==> src/rtl/sar_scan_sequencer_if.sv <==
// -----------------------------------------------------------------------------
// sar_scan_sequencer_if
//   Groups the ADC handshake and the result bus of the SAR scan sequencer.
//
//   Handshake: the sequencer pulses ADC_GO high for exactly one CLK cycle to
//   start a conversion on the channel shown on MUX_SEL. The SAR logic reports
//   completion with a 0->1 edge on ADC_VALID, with ADC_RESULT stable while
//   ADC_VALID is high. On the result side, RES_STB is a one-cycle strobe and
//   RES_DATA/RES_CH are valid during it and hold until the next strobe. There
//   is no backpressure on either side.
//
//   Signals:
//     ADC_GO      sequencer -> SAR   conversion start pulse
//     ADC_VALID   SAR -> sequencer   conversion done (level, edge detected)
//     ADC_RESULT  SAR -> sequencer   conversion result, NBITS wide
//     MUX_SEL     sequencer -> mux   analog mux select, CW wide
//     RES_DATA    sequencer -> user  captured result
//     RES_CH      sequencer -> user  channel of the captured result
//     RES_STB     sequencer -> user  result strobe
//
//   Modports: master = sequencer side, slave = SAR/mux/consumer side.
// -----------------------------------------------------------------------------
interface sar_scan_sequencer_if #(
  parameter int NBITS = 8,
  parameter int NCH   = 4
) ();
  localparam int CW = $clog2(NCH);

  logic             ADC_GO;
  logic             ADC_VALID;
  logic [NBITS-1:0] ADC_RESULT;
  logic [CW-1:0]    MUX_SEL;
  logic [NBITS-1:0] RES_DATA;
  logic [CW-1:0]    RES_CH;
  logic             RES_STB;

  modport master (
    output ADC_GO,
    output MUX_SEL,
    output RES_DATA,
    output RES_CH,
    output RES_STB,
    input  ADC_VALID,
    input  ADC_RESULT
  );

  modport slave (
    input  ADC_GO,
    input  MUX_SEL,
    input  RES_DATA,
    input  RES_CH,
    input  RES_STB,
    output ADC_VALID,
    output ADC_RESULT
  );
endinterface

==> src/rtl/sar_scan_sequencer.sv <==
// -----------------------------------------------------------------------------
// sar_scan_sequencer
//   Round-robin scan sequencer for a SAR ADC behind an analog multiplexer.
//   For every enabled channel it selects the mux input, waits SETTLE_CYC
//   cycles, fires a one-cycle ADC_GO, waits for the ADC_VALID rising edge
//   (bounded by TMO_CYC cycles) and publishes the result with a RES_STB pulse.
//
//   Optional feature macro: SARSEQ_AVG_EN
//     defined   : four back-to-back conversions per channel visit, the sum is
//                 accumulated in NBITS+2 bits and RES_DATA = sum >> 2.
//     undefined : one conversion per channel visit, no accumulator.
//
//   Parameters:
//     NBITS      ADC result width
//     NCH        number of analog channels (2..16), CW = clog2(NCH)
//     SETTLE_CYC mux settling cycles before each conversion (1..255)
//     TMO_CYC    max cycles from ADC_GO to ADC_VALID edge (2..1023)
//
//   Ports:
//     CLK         clock
//     RST         asynchronous active-high reset, released synchronously
//     EN          scan enable
//     CH_MASK     per-channel enable, NCH wide
//     BUSY        high in every state except IDLE
//     TMO_ERR     sticky conversion timeout flag (cleared by reset or EN 0->1)
//     o_dbg_state current FSM state encoding
//     bus         master side of sar_scan_sequencer_if (ADC_GO, ADC_VALID,
//                 ADC_RESULT, MUX_SEL, RES_DATA, RES_CH, RES_STB)
// -----------------------------------------------------------------------------
module sar_scan_sequencer #(
  parameter int NBITS      = 8,
  parameter int NCH        = 4,
  parameter int SETTLE_CYC = 4,
  parameter int TMO_CYC    = 64
) (
  input  logic                 CLK,
  input  logic                 RST,
  input  logic                 EN,
  input  logic [NCH-1:0]       CH_MASK,
  output logic                 BUSY,
  output logic                 TMO_ERR,
  output logic [2:0]           o_dbg_state,
  sar_scan_sequencer_if.master bus
);

  localparam int CW = $clog2(NCH);

  // Settle counter is loaded with SETTLE_CYC-1 and counts down to zero, so the
  // SETTLE state lasts exactly SETTLE_CYC cycles.
  localparam logic [7:0] SETTLE_LD = 8'(SETTLE_CYC - 1);
  // The timeout counter starts at 0 on the first WAIT cycle (cleared in
  // START). The limit TMO_CYC-2 makes TMO_ERR rise exactly TMO_CYC cycles
  // after the clock edge that raised ADC_GO.
  localparam logic [9:0] TMO_LIM   = 10'(TMO_CYC - 2);

  typedef enum logic [2:0] {
    S_IDLE    = 3'd0,
    S_SETTLE  = 3'd1,
    S_START   = 3'd2,
    S_WAIT    = 3'd3,
    S_CAPTURE = 3'd4
  } state_t;

  state_t           r_state;
  state_t           w_state_nxt;

  logic [CW-1:0]    r_ptr;
  logic [CW-1:0]    r_mux_sel;
  logic [7:0]       r_settle_cnt;
  logic [9:0]       r_tmo_cnt;
  logic             r_valid_q;
  logic             r_en_q;
  logic [NBITS-1:0] r_res_data;
  logic [CW-1:0]    r_res_ch;
  logic             r_tmo_err;

`ifdef SARSEQ_AVG_EN
  logic [NBITS+1:0] r_acc;
  logic [1:0]       r_conv_idx;
  logic [NBITS+1:0] w_sum;
`endif

  logic [CW-1:0]    w_ptr_inc;
  logic [CW-1:0]    w_srch_start;
  logic [CW:0]      w_srch;
  logic             w_found;
  logic [CW-1:0]    w_srch_ch;
  logic             w_valid_rise;
  logic             w_sel_load;
  logic             w_timeout;
  logic             w_decide;

  // Lowest enabled channel at or above 'start', wrapping past NCH-1 to 0.
  // Returns {found, channel}. Iterating from the farthest offset down lets the
  // nearest hit overwrite earlier ones, which keeps the loop priority-free.
  function automatic logic [CW:0] f_next_ch(input logic [NCH-1:0] mask,
                                            input logic [CW-1:0]  start);
    logic [CW:0] res;
    int          idx;
    res = '0;
    for (int i = NCH - 1; i >= 0; i--) begin
      idx = int'(start) + i;
      if (idx >= NCH) idx = idx - NCH;
      if (mask[idx[CW-1:0]]) res = {1'b1, idx[CW-1:0]};
    end
    return res;
  endfunction

  // Pointer after a finished channel: MUX_SEL + 1 modulo NCH.
  assign w_ptr_inc    = (r_mux_sel == CW'(NCH - 1)) ? '0 : r_mux_sel + CW'(1);
  // From IDLE the search starts at the stored pointer; at the end of a
  // conversion it starts at the channel after the one just finished.
  assign w_srch_start = (r_state == S_IDLE) ? r_ptr : w_ptr_inc;
  assign w_srch       = f_next_ch(CH_MASK, w_srch_start);
  assign w_found      = w_srch[CW];
  assign w_srch_ch    = w_srch[CW-1:0];
  assign w_valid_rise = bus.ADC_VALID & ~r_valid_q;

`ifdef SARSEQ_AVG_EN
  assign w_sum = r_acc + {2'b00, bus.ADC_RESULT};
`endif

  // ---------------------------------------------------------------------------
  // State register
  // ---------------------------------------------------------------------------
  always_ff @(posedge CLK or posedge RST) begin
    if (RST) r_state <= S_IDLE;
    else     r_state <= w_state_nxt;
  end

  // ---------------------------------------------------------------------------
  // Next-state logic
  // ---------------------------------------------------------------------------
  always_comb begin
    w_state_nxt = r_state;
    w_sel_load  = 1'b0;
    w_timeout   = 1'b0;
    w_decide    = 1'b0;
    case (r_state)
      S_IDLE: begin
        if (EN && w_found) begin
          w_state_nxt = S_SETTLE;
          w_sel_load  = 1'b1;
        end
      end
      S_SETTLE: begin
        if (r_settle_cnt == 8'd0) w_state_nxt = S_START;
      end
      S_START: begin
        w_state_nxt = S_WAIT;
      end
      S_WAIT: begin
        if (w_valid_rise) begin
`ifdef SARSEQ_AVG_EN
          // Repeat START/WAIT without re-settling until four samples are in.
          if (r_conv_idx == 2'd3) w_state_nxt = S_CAPTURE;
          else                    w_state_nxt = S_START;
`else
          w_state_nxt = S_CAPTURE;
`endif
        end else if (r_tmo_cnt >= TMO_LIM) begin
          // Timeout: no result for this channel, move on.
          w_timeout = 1'b1;
          w_decide  = 1'b1;
          if (EN && w_found) begin
            w_state_nxt = S_SETTLE;
            w_sel_load  = 1'b1;
          end else begin
            w_state_nxt = S_IDLE;
          end
        end
      end
      S_CAPTURE: begin
        w_decide = 1'b1;
        if (EN && w_found) begin
          w_state_nxt = S_SETTLE;
          w_sel_load  = 1'b1;
        end else begin
          w_state_nxt = S_IDLE;
        end
      end
      default: begin
        w_state_nxt = S_IDLE;
      end
    endcase
  end

  // ---------------------------------------------------------------------------
  // Outputs (decoded from the registered state, so reset drops them at once)
  // ---------------------------------------------------------------------------
  always_comb begin
    bus.ADC_GO   = (r_state == S_START);
    bus.RES_STB  = (r_state == S_CAPTURE);
    BUSY         = (r_state != S_IDLE);
    bus.MUX_SEL  = r_mux_sel;
    bus.RES_DATA = r_res_data;
    bus.RES_CH   = r_res_ch;
    TMO_ERR      = r_tmo_err;
    o_dbg_state  = r_state;
  end

  // ---------------------------------------------------------------------------
  // Datapath: channel pointer, counters, result capture, error flag
  // ---------------------------------------------------------------------------
  always_ff @(posedge CLK or posedge RST) begin
    if (RST) begin
      r_ptr        <= '0;
      r_mux_sel    <= '0;
      r_settle_cnt <= '0;
      r_tmo_cnt    <= '0;
      r_valid_q    <= 1'b0;
      r_en_q       <= 1'b0;
      r_res_data   <= '0;
      r_res_ch     <= '0;
      r_tmo_err    <= 1'b0;
`ifdef SARSEQ_AVG_EN
      r_acc        <= '0;
      r_conv_idx   <= '0;
`endif
    end else begin
      r_valid_q <= bus.ADC_VALID;
      r_en_q    <= EN;

      if (w_decide) r_ptr <= w_ptr_inc;

      // New channel visit: select it, arm the settle counter.
      if (w_sel_load) begin
        r_mux_sel    <= w_srch_ch;
        r_settle_cnt <= SETTLE_LD;
`ifdef SARSEQ_AVG_EN
        r_acc        <= '0;
        r_conv_idx   <= '0;
`endif
      end else if ((r_state == S_SETTLE) && (r_settle_cnt != 8'd0)) begin
        r_settle_cnt <= r_settle_cnt - 8'd1;
      end

      // Timeout counter saturates at all-ones instead of wrapping.
      if (r_state == S_START) begin
        r_tmo_cnt <= '0;
      end else if ((r_state == S_WAIT) && (r_tmo_cnt != '1)) begin
        r_tmo_cnt <= r_tmo_cnt + 10'd1;
      end

      // Result is registered on the edge that enters CAPTURE so that
      // RES_DATA/RES_CH are already valid while RES_STB is high.
      if ((r_state == S_WAIT) && w_valid_rise) begin
`ifdef SARSEQ_AVG_EN
        if (r_conv_idx == 2'd3) begin
          r_res_data <= w_sum[NBITS+1:2];
          r_res_ch   <= r_mux_sel;
        end else begin
          r_acc      <= w_sum;
          r_conv_idx <= r_conv_idx + 2'd1;
        end
`else
        r_res_data <= bus.ADC_RESULT;
        r_res_ch   <= r_mux_sel;
`endif
      end

      // Sticky error: a fresh EN assertion clears it, a timeout in the same
      // cycle still wins so no error is lost.
      if (EN && !r_en_q) r_tmo_err <= 1'b0;
      if (w_timeout)     r_tmo_err <= 1'b1;
    end
  end

endmodule

==> src/flat_wrapper.sv <==
// flat-port wrapper written by rule: the top's interface ports become plain ports
module sar_scan_sequencer_flat 
#(
  parameter int NBITS      = 8,
  parameter int NCH        = 4,
  parameter int SETTLE_CYC = 4,
  parameter int TMO_CYC    = 64
)
  (CLK, RST, EN, CH_MASK, BUSY, TMO_ERR, o_dbg_state, bus_ADC_GO, bus_MUX_SEL, bus_RES_DATA, bus_RES_CH, bus_RES_STB, bus_ADC_VALID, bus_ADC_RESULT);
  sar_scan_sequencer_if #(.NBITS(NBITS), .NCH(NCH)) bus_i ();
  input  logic CLK;
  input  logic RST;
  input  logic EN;
  input  logic [NCH-1:0] CH_MASK;
  output logic BUSY;
  output logic TMO_ERR;
  output logic [2:0] o_dbg_state;
  output wire logic [$bits(bus_i.ADC_GO)-1:0] bus_ADC_GO;
  output wire logic [$bits(bus_i.MUX_SEL)-1:0] bus_MUX_SEL;
  output wire logic [$bits(bus_i.RES_DATA)-1:0] bus_RES_DATA;
  output wire logic [$bits(bus_i.RES_CH)-1:0] bus_RES_CH;
  output wire logic [$bits(bus_i.RES_STB)-1:0] bus_RES_STB;
  input wire logic [$bits(bus_i.ADC_VALID)-1:0] bus_ADC_VALID;
  input wire logic [$bits(bus_i.ADC_RESULT)-1:0] bus_ADC_RESULT;
  assign bus_ADC_GO = bus_i.ADC_GO;
  assign bus_MUX_SEL = bus_i.MUX_SEL;
  assign bus_RES_DATA = bus_i.RES_DATA;
  assign bus_RES_CH = bus_i.RES_CH;
  assign bus_RES_STB = bus_i.RES_STB;
  assign bus_i.ADC_VALID = bus_ADC_VALID;
  assign bus_i.ADC_RESULT = bus_ADC_RESULT;
  sar_scan_sequencer #(.NBITS(NBITS), .NCH(NCH), .SETTLE_CYC(SETTLE_CYC), .TMO_CYC(TMO_CYC)) u_core (.CLK(CLK), .RST(RST), .EN(EN), .CH_MASK(CH_MASK), .BUSY(BUSY), .TMO_ERR(TMO_ERR), .o_dbg_state(o_dbg_state), .bus(bus_i));
endmodule
==> config.mk <==
export PLATFORM = sky130hd
export DESIGN_NAME = sar_scan_sequencer_flat
export DESIGN_NICKNAME = d
export VERILOG_FILES = /design/src/rtl/sar_scan_sequencer_if.sv /design/src/rtl/sar_scan_sequencer.sv /design/src/flat_wrapper.sv
export SDC_FILE = /design/constraint.sdc
export NUM_CORES = 1
export LEC_CHECK = 0
export BUFFER_PORTS_ARGS = -buffer_cell sky130_fd_sc_hd__buf_2
export CELL_PAD_IN_SITES_DETAIL_PLACEMENT = 1
export CELL_PAD_IN_SITES_GLOBAL_PLACEMENT = 2
export CORE_ASPECT_RATIO = 1.2
export CORE_MARGIN = 5
export CORE_UTILIZATION = 30
export DETAILED_ROUTE_END_ITERATION = 8
export MAX_ROUTING_LAYER = met4
export PLACE_DENSITY = 0.74
export REMOVE_ABC_BUFFERS = 1
export SETUP_SLACK_MARGIN = 0.3
export SYNTH_ARGS = -nofsm -noshare
export SYNTH_HDL_FRONTEND = slang
export SYNTH_SLANG_ARGS = --single-unit
==> constraint.sdc <==
create_clock -name CLK -period 2.6 [get_ports CLK]
set_input_delay 0.26 -clock CLK [delete_from_list [all_inputs] [get_ports CLK]]
set_output_delay 0.26 -clock CLK [all_outputs]
set_load 0.05 [all_outputs]
==> impl_metrics.toml <==
[run_status]
status = "finished clean"

[route]
vias = 1642
ant_nets = 0
drtIter0Drc = 56
drt-pass1-iter-count = 4
postRouteWirelength_um = 4930
via_per_inst = 5.15
routedWlPerCell_um = 15.4
drc = 0

[floorplan]
initial_core_util = 0.310
fp.dieW_um = 84.8
io_pins = 35
die_area_um2 = 8450
core_um2 = 6490
die_h_um = 99.7
rows = 32

[power_and_ir_drop]
ir_drop_v = 0.000399
power_frac_seq = 0.345
power_frac_comb = 0.505
powerDensity_nw_per_um2 = 1200
p_leak_uw = 0.00105
power_uw = 2860
switchingPower_uw = 1370
swShare = 0.479
clock_power_share = 0.150
intPower_uw = 1490

[timing]
slew_headroom = 0.627
clock_skew_ns = 0.00557
finalWorstSetupSlack_ns = 0.543
final.period_utilization = 0.791
tns_ns = 0
worst_pin_slew_ns = 0.554
drv_slew = 0
fmax_ghz = 0.486
period_minus_slack_ns = 2.06
setup_violations = 0
hold_viol_final = 0
rsz0062_at_grt = "false"

[cells_and_area]
drive_gt1_frac = 0.265
fillCellCount = 783
final_util = 0.367
antenna_cells = 0
nNetsFinal = 254
postLayoutCellArea_um2 = 2380
syn_to_final_growth_pct = 18.2

[placed_design]
detailed_place_hpwl_um = 3740
place.gp.congestion = 0.830
place_ws_ns = 0.540
dpl_cell_area_um2 = 2280
port_buffers = 34

[synth]
synth_edf_count = 0
post_synth.cell_area_avg_um2 = 10.4
synth_seq_cells = 38
async_flop_share = 1.00
yosysMostFrequentCell = "dfrtp_1"
yosys.area.top_type_share = 0.473
synth_flop_cell = "dfrtp_1"
yosys-top-cells-area = "dfrtp_1 47%, mux2_2 6.7%, a21oi_1 3.2%"
synth_cell_types = 50
seq_area_frac_synth = 0.473
yosysTopAreaCell = "dfrtp_1"
yosys-top-cells-count = "38 x dfrtp_1, 13 x a21oi_1, 12 x mux2_2, 12 x nor2_1, 10 x o21ai_0"
yosysWarnings = 0
synthCells = 193
syn_area_um2 = 2010

[global_route]
grt_start_max_net_pins = 39
grt_overflow = 0
antenna_found_initial = 0
grt_pass1_wl_um = 8560
grtUsageTotal = 0.129
grt_pass1_vias = 1788

[cts]
cts_setup_buffers = 0
cts.sinks = 38
cts-root-buf = "clkbuf_8"
tritoncts = "yes"
insertion_delay_ns = 0.29
cts-resized-gates = 0
clk_pin_slew_ns = 0.08
cts_max_path_buffers = 2
ctsHoldBuffers = 0
numCtsBuffers = 5
htreeDepth = 2

[worst_setup_path]
worstPathMaxFanout = 10
path_class = "register to register"
crit_required_ns = 2.80
worstPathArrival_ns = 2.26
critPathCaptureType = "register"
cp-start-kind = "register"

[min_path]
min_path_type = "input pin to asynchronous set/reset pin"

[run]
maxCapViolations = 0
## critical path: stages (launching register included)
cell and delay, ns:
dfrtp_1 0.49, or3_1 0.58, mux2_4 0.36, a221o_1 0.33, o31ai_2 0.21
## power by group through the flow
stage / combinational [µW] / clock (µW) / sequential, µW
finish: 1450 / 429 / 988
global route: 1580 / 483 / 1030
CTS: 1470 / 452 / 992
detailed placement: 1460 / 0 / 1000
global placement: 1460 / 0 / 995
floorplan: 740 / 0 / 1330
## state kept, by name, summed over array words and instances, names as in the netlist
name,cells
u_core.o_dbg_state,3
u_core.bus.RES_CH,2
u_core.r_settle_cnt,8
u_core.r_ptr,2
u_core.TMO_ERR,1
u_core.r_valid_q,1
u_core.r_tmo_cnt,10
u_core.bus.MUX_SEL,2
u_core.bus.RES_DATA,8
u_core.r_en_q,1
## layer usage
layer,share of wire,up-vias,GRT usage
li1,-,798,-
met1,0.46,818,0.155
met2,0.52,22,0.217
met3,0.015,4,0.0224
met4,0.0083,0,0.0438
met5,0,-,-
## final timing paths
check	from	to	slack [ns]	depth (start not counted)
max in group asynchronous	RST	u_core.r_settle_cnt[6]$_DFFE_PP0P_	2.18	3
min reg2reg	u_core.r_tmo_cnt[4]$_DFFE_PP0P_	u_core.r_tmo_cnt[4]$_DFFE_PP0P_	0.50	1
max reg2reg	u_core.o_dbg_state[2]$_DFFE_PP0P_	u_core.bus.MUX_SEL[1]$_DFFE_PP0P_	0.54	4
max	u_core.o_dbg_state[2]$_DFFE_PP0P_	u_core.bus.MUX_SEL[1]$_DFFE_PP0P_	0.54	4
min in group CLK	bus_ADC_VALID	u_core.r_valid_q$_DFF_PP0_	0.09	1
min	RST	u_core.bus.RES_DATA[3]$_DFFE_PP0P_	0.07	3
## cells in the final DEF, fill, tap and decap left out, types with 3 or more instances in the layout
master,synthesis,routed
inv_1,7,7
xnor2_1,3,3
nand2_1,9,9
o21ai_0,10,10
or3_1,7,7
or4_1,4,4
o211ai_1,5,5
nor2_1,12,12
nand2b_1,5,5
nand3_1,6,6
mux2_2,12,12
nor3_1,4,4
nand4_1,3,3
buf_4,0,4
a21oi_1,13,13
nor4_1,3,3
and2_1,3,3
buf_2,1,34
o31ai_1,4,4
clkbuf_8,0,6
ha_1,5,5
dfrtp_1,38,38
## area by class of cell
| type | count | area (µm²) | share of cell area |
|---|---|---|---|
| clock inverters | 2 | 12.5 | 0.00526 |
| clock buffers | 6 | 82.6 | 0.0347 |
| multi-input cells | 142 | 996 | 0.419 |
| flip-flops and latches | 38 | 951 | 0.400 |
| well taps | 85 | 106 | 0.0447 |
| repair buffers | 38 | 200 | 0.0842 |
| inverters | 8 | 30.0 | 0.0126 |
## cell families (layout without fill, tap and decap cells)
family	count (synthesis)	count (layout)	synth area share
fa+ha+maj	5	5	0.0311
flops	38	38	0.473
buf+inv	13	54	0.0323
simple gates	67	67	0.188
mux	15	15	0.0846
xor+xnor	5	5	0.0218
compound gates	50	50	0.169
## per-stage QoR
step / hold WS [ns] / instances
floorplan: 0.291 / 188
global placement: 0.384 / 311
detailed placement: 0.388 / 311
CTS: 0.0772 / 319
global route: 0.0737 / 319
finish: 0.0747 / 319
Note: power is estimated with default switching activity, not from simulation.
